### config.mk
export PLATFORM = sky130hd
export DESIGN_NAME = sc_fifo_ext
export DESIGN_NICKNAME = d
export VERILOG_FILES = /design/src/rtl/sc_fifo_ext.sv
export SDC_FILE = /design/constraint.sdc
export NUM_CORES = 1
export LEC_CHECK = 0
export ABC_AREA = 1
export CAP_MARGIN = 15
export CELL_PAD_IN_SITES_DETAIL_PLACEMENT = 0
export CELL_PAD_IN_SITES_GLOBAL_PLACEMENT = 2
export CORE_MARGIN = 5
export CORE_UTILIZATION = 37
export DETAILED_ROUTE_END_ITERATION = 12
export PLACE_DENSITY_LB_ADDON = 0.1
export SLEW_MARGIN = 20
export SYNTH_ARGS = -nofsm -noshare
export SYNTH_HDL_FRONTEND = slang
export SYNTH_SLANG_ARGS = --single-unit
### constraint.sdc
create_clock -name clk_i -period 4.2 [get_ports clk_i]
set_input_delay 0.84 -clock clk_i [delete_from_list [all_inputs] [get_ports clk_i]]
set_output_delay 0.84 -clock clk_i [all_outputs]
set_load 0.1 [all_outputs]
### src/rtl/sc_fifo_ext.sv
// sc_fifo_ext - single-clock first-word-fall-through FIFO.
//
// Purpose:
//   Buffers a stream between a producer and a consumer in the same clock
//   domain. Storage is a RAM of WORDS_AMOUNT-1 entries plus a show-ahead
//   output register that always holds the head word, so the total capacity
//   is WORDS_AMOUNT words and any depth >= 2 is allowed. Offers programmable
//   almost-full / almost-empty thresholds, a synchronous flush and sticky
//   overflow / underflow error flags.
//
// Ports:
//   clk_i          - clock, all logic on its rising edge
//   rst_n_i        - synchronous active-low reset (same effect as flush)
//   flush_i        - synchronous clear of contents and error flags
//   wr_i           - write request, accepted when not full
//   wr_data_i      - write data
//   rd_i           - pop request for the word on rd_data_o, accepted when not empty
//   rd_data_o      - head word, valid while empty_o is 0
//   used_words_o   - words accepted and not yet popped
//   full_o         - used_words_o == WORDS_AMOUNT
//   empty_o        - no valid word in the output register
//   almost_full_o  - used_words_o >= AF_THRESH
//   almost_empty_o - used_words_o <= AE_THRESH
//   overflow_o     - sticky: a write was attempted while full
//   underflow_o    - sticky: a read was attempted while empty
module sc_fifo_ext #(
  parameter int DATA_WIDTH   = 8,
  parameter int WORDS_AMOUNT = 8,
  parameter int AF_THRESH    = WORDS_AMOUNT - 1,
  parameter int AE_THRESH    = 1,
  parameter int CNT_WIDTH    = $clog2(WORDS_AMOUNT + 1)
) (
  input  logic                  clk_i,
  input  logic                  rst_n_i,
  input  logic                  flush_i,
  input  logic                  wr_i,
  input  logic [DATA_WIDTH-1:0] wr_data_i,
  input  logic                  rd_i,
  output logic [DATA_WIDTH-1:0] rd_data_o,
  output logic [CNT_WIDTH-1:0]  used_words_o,
  output logic                  full_o,
  output logic                  empty_o,
  output logic                  almost_full_o,
  output logic                  almost_empty_o,
  output logic                  overflow_o,
  output logic                  underflow_o
);

  // Two writes can land in the RAM before the first one reaches an empty
  // output register, so the RAM never gets fewer than two entries.
  localparam int RAM_DEPTH = (WORDS_AMOUNT - 1 < 2) ? 2 : WORDS_AMOUNT - 1;
  localparam int PTR_WIDTH = $clog2(RAM_DEPTH);
  localparam logic [PTR_WIDTH-1:0] PTR_LAST = PTR_WIDTH'(RAM_DEPTH - 1);
  localparam logic AF_RST = (AF_THRESH <= 0);
  localparam logic AE_RST = (AE_THRESH >= 0);

  logic [DATA_WIDTH-1:0] mem [RAM_DEPTH];
  logic [DATA_WIDTH-1:0] head_q;
  logic [PTR_WIDTH-1:0]  wr_ptr_q, wr_ptr_d, rd_ptr_q, rd_ptr_d;
  logic [CNT_WIDTH-1:0]  count_q, count_d, ram_cnt_q, ram_cnt_d;
  logic                  out_valid_q, out_valid_d;
  logic                  fill_pend_q, fill_pend_d;
  logic                  full_q, almost_full_q, almost_empty_q;
  logic                  overflow_q, underflow_q;
  logic                  clear, wr_req, rd_req, ram_rd;

  assign clear = ~rst_n_i | flush_i;

  always_comb begin
    wr_req      = wr_i & ~full_q & ~clear;
    rd_req      = rd_i & out_valid_q & ~clear;
    // An empty output register is refilled only after it has seen the RAM
    // non-empty for a full cycle (fill_pend_q); a pop refills immediately.
    ram_rd      = (rd_req | (~out_valid_q & fill_pend_q)) & (ram_cnt_q != '0) & ~clear;
    wr_ptr_d    = wr_ptr_q;
    rd_ptr_d    = rd_ptr_q;
    if (wr_req) begin
      wr_ptr_d = (wr_ptr_q == PTR_LAST) ? '0 : wr_ptr_q + PTR_WIDTH'(1);
    end
    if (ram_rd) begin
      rd_ptr_d = (rd_ptr_q == PTR_LAST) ? '0 : rd_ptr_q + PTR_WIDTH'(1);
    end
    ram_cnt_d   = ram_cnt_q + CNT_WIDTH'(wr_req) - CNT_WIDTH'(ram_rd);
    count_d     = count_q + CNT_WIDTH'(wr_req) - CNT_WIDTH'(rd_req);
    out_valid_d = out_valid_q;
    if (ram_rd) begin
      out_valid_d = 1'b1;
    end else if (rd_req) begin
      out_valid_d = 1'b0;
    end
    fill_pend_d = ~out_valid_q & (ram_cnt_q != '0);
  end

  // Control state; status flags are registered from the next-state count.
  always_ff @(posedge clk_i) begin
    if (!rst_n_i || flush_i) begin
      wr_ptr_q       <= '0;
      rd_ptr_q       <= '0;
      count_q        <= '0;
      ram_cnt_q      <= '0;
      out_valid_q    <= 1'b0;
      fill_pend_q    <= 1'b0;
      full_q         <= 1'b0;
      almost_full_q  <= AF_RST;
      almost_empty_q <= AE_RST;
      overflow_q     <= 1'b0;
      underflow_q    <= 1'b0;
    end else begin
      wr_ptr_q       <= wr_ptr_d;
      rd_ptr_q       <= rd_ptr_d;
      count_q        <= count_d;
      ram_cnt_q      <= ram_cnt_d;
      out_valid_q    <= out_valid_d;
      fill_pend_q    <= fill_pend_d;
      full_q         <= (count_d == CNT_WIDTH'(WORDS_AMOUNT));
      almost_full_q  <= (32'(count_d) >= AF_THRESH);
      almost_empty_q <= (32'(count_d) <= AE_THRESH);
      overflow_q     <= overflow_q | (wr_i & full_q);
      underflow_q    <= underflow_q | (rd_i & ~out_valid_q);
    end
  end

  // Data path has no reset; contents are don't-care while not valid.
  // The head register reads the old RAM word when a write hits the same slot.
  always_ff @(posedge clk_i) begin
    if (wr_req) begin
      mem[wr_ptr_q] <= wr_data_i;
    end
    if (ram_rd) begin
      head_q <= mem[rd_ptr_q];
    end
  end

  assign rd_data_o      = head_q;
  assign used_words_o   = count_q;
  assign full_o         = full_q;
  assign empty_o        = ~out_valid_q;
  assign almost_full_o  = almost_full_q;
  assign almost_empty_o = almost_empty_q;
  assign overflow_o     = overflow_q;
  assign underflow_o    = underflow_q;

endmodule

==> impl_metrics.ini <==
[final_layout]
drive_gt1_frac = 0.0934
fin_area_sq_um = 4130
multi_input_area_sq_um = 996
register_area_sq_um = 2340
fillers = 866
diodes = 0
nets = 382
area_growth_pct = 17.7
final_core_util = 0.447

[sta]
clock_skew_ps = 17.2
slew_violations = 0
fin_crit_sh = 0.723
setup_viol = 0
slew_headroom = 0.345
holdWs_ps = 472
hold_viol = 0
rsz0062_at_grt = false
period_needed_ps = 3040
max_freq_mhz = 329
finalSetupTns_ps = 0
tightest_slew_ps = 980

[power]
peakVddDrop_mv = 0.195
sw_frac_of_total = 0.230
power_density_nw_per_um2 = 359
intPower_w = 0.00114
pwr-share-clk = 0.358
combPwrFrac = 0.032
p_leak_nw = 1.52
p_switching_w = 0.000341
pwr-share-seq = 0.610

[route]
vias = 2276
final_antenna_net_count = 0
drc_errors = 0
via_per_inst = 4.62
routed_wl_mm = 7.38
drt_first_pass_iters = 4
drt_iter0_markers = 100
wire_per_inst_um = 15.0

[yosys]
yosys_warnings = 0
synthMuxAreaShare = 0
syn_inst = 319
synthesis.nets = 342
synth.cell_area_sq_um = 3510
syn-mean-instance-area_sq_um = 11.0
synth_fa_ha_area_frac = 0.0399
synth_xor_xnor_area_share = 0.00499
yosysUniqueCellTypes = 28
synth-simple-area-share = 0.180
synth_sequential_area_ratio = 0.667
synth_top_family_by_area = simple AND/OR/NAND/NOR gates
ys_ff_latch = 85
synth_compound_area_frac = 0.0588

[clocking]
clkTransAtPathRegs_ps = 90
cts_root_buf = clkbuf_8
insertion_delay_ps = 360
cts-buffers-inserted = 9
postCtsSetupBuffers = 0
post_cts_resized = 0
htree_levels = 3
cts_buffer_depth = 2
cts_tree = yes
hold_buffers = 0
clock-sinks = 85

[critical_path]
criticalPathCategory = in -> reg
critPathRequiredTime_ps = 4440
start_kind = input port
crit_path_end_kind = register
crit_fanout = 15
critical_path_arrival_ps = 3280

[floorplanning]
ioPinCount = 31
initial_core_util = 0.380
rows = 35
fp.dieW_um = 107
dieHeight_um = 107
core_sq_um = 9240
die_area_sq_um = 11500

[min_path]
hold_class = reg -> reg

[place]
dpl.hpwl_mm = 4.78
numPortBuffers = 30
place_area_sq_um = 3950
place.gp.congestion = 0.740

[flow_run]
maxCapViolCount = 0

[global_routing]
grt_start_max_net_pins = 22
grtUsageTotal = 0.136
antenna_found_initial = 0
grt_pass1_wl_mm = 11.6
overflow = 0
grt_pass1_vias = 2181

[status]
run_status = finished clean
[Yosys cell counts]
library cell,number,share of area
nand2_1,84,0.090
edfxtp_1,64,0.55
nor2_1,37,0.040
inv_1,23,0.025
nand3_1,23,0.033
dfxtp_1,21,0.12
o21ai_0,11,0.016
a21oi_1,9,0.013
ha_1,8,0.029
o211ai_1,8,0.017
inv_2,4,0.0043
a21oi_2,3,0.0075
nand2_2,3,0.0053
buf_2,2,0.0029
buf_6,2,0.0064
clkinv_1,2,0.0021
fa_1,2,0.011
nor2_4,2,0.0064
nor3_1,2,0.0029
buf_1,1,0.0011
buf_12,1,0.0057
clkbuf_4,1,0.0021
nand2_4,1,0.0032
o21a_1,1,0.0021
o21ai_1,1,0.0014
o31ai_1,1,0.0021
xnor2_1,1,0.0025
xor2_1,1,0.0025
[kinds of logic (layout without fill, tap and decap cells)]
family	Yosys count	after routing
buf+inv	36	81
fa+ha+maj	10	10
flops	85	85
xor+xnor	2	2
simple gates	152	152
compound gates	34	34
[routing by layer]
layer  track usage  vias up  wire [um]
met4        0.0532        0        108
li1              -     1154          -
met3        0.0252        9        293
met5             0        -          0
met2         0.215       41       3340
met1         0.185     1072       3640
[stage by stage]
step	setup slack, ps	power (W)	cells
floorplan	1620	0.000948	319
global placement	819	0.000973	477
detailed placement	755	0.000974	477
CTS	1140	0.00150	493
global route	944	0.00154	493
finish	1160	0.00148	493
[final timing paths]
kind	start	end	slack (ps)	cells past startpoint
max	rst_n_i	ram_cnt_q[2]	1160	12
min	out_valid_q	fill_pend_q	470	1
max reg2reg	ram_cnt_q[2]	ram_cnt_q[2]	1960	12
min reg2reg	out_valid_q	fill_pend_q	470	1
[final cells by class]
type / count / share of cell area
flip-flops and latches: 85 / 0.567
multi-input cells: 198 / 0.241
repair buffers: 36 / 0.0835
well taps: 129 / 0.0390
clock buffers: 9 / 0.0300
inverters: 29 / 0.0263
clock inverters: 7 / 0.0136
[power by group through the flow]
stage | sequential (W) | clock, W | combinational [W]
6_report | 0.000906 | 0.000531 | 0.0000481
5_1_grt | 0.000906 | 0.000579 | 0.0000537
4_1_cts | 0.000906 | 0.000545 | 0.0000487
3_3_place_gp | 0.000925 | 0 | 0.0000481
2_1_floorplan | 0.000932 | 0 | 0.0000165
3_5_place_dp | 0.000925 | 0 | 0.0000485
[critical path, cell delays in order]
cell and delay [ps]:
clkdlybuf4s50_1 470, nand2_2 220, inv_2 230, nand2_1 130, nor2_4 300, ha_1 290
inv_1 50, ha_1 130, inv_1 50, fa_1 370, xor2_1 140, nor2_1 50
[registers in the layout, indices dropped and copies added, names as in the netlist, 3 cells and up]
signal and count:
rd_data_o 8, wr_ptr_q 3, used_words_o 4, mem 56
ram_cnt_q 4, rd_ptr_q 3
[layout by cell type, fill, tap and decap left out, types with 8 or more instances in the layout]
master,netlist,final
o21ai_0,11,11
nand2_1,84,84
dfxtp_1,21,21
a21oi_1,9,9
edfxtp_1,64,64
clkbuf_8,0,9
ha_1,8,8
inv_1,23,23
clkdlybuf4s50_1,0,30
nand3_1,23,23
o211ai_1,8,8
nor2_1,37,37
(Power assumes the default switching activity.)
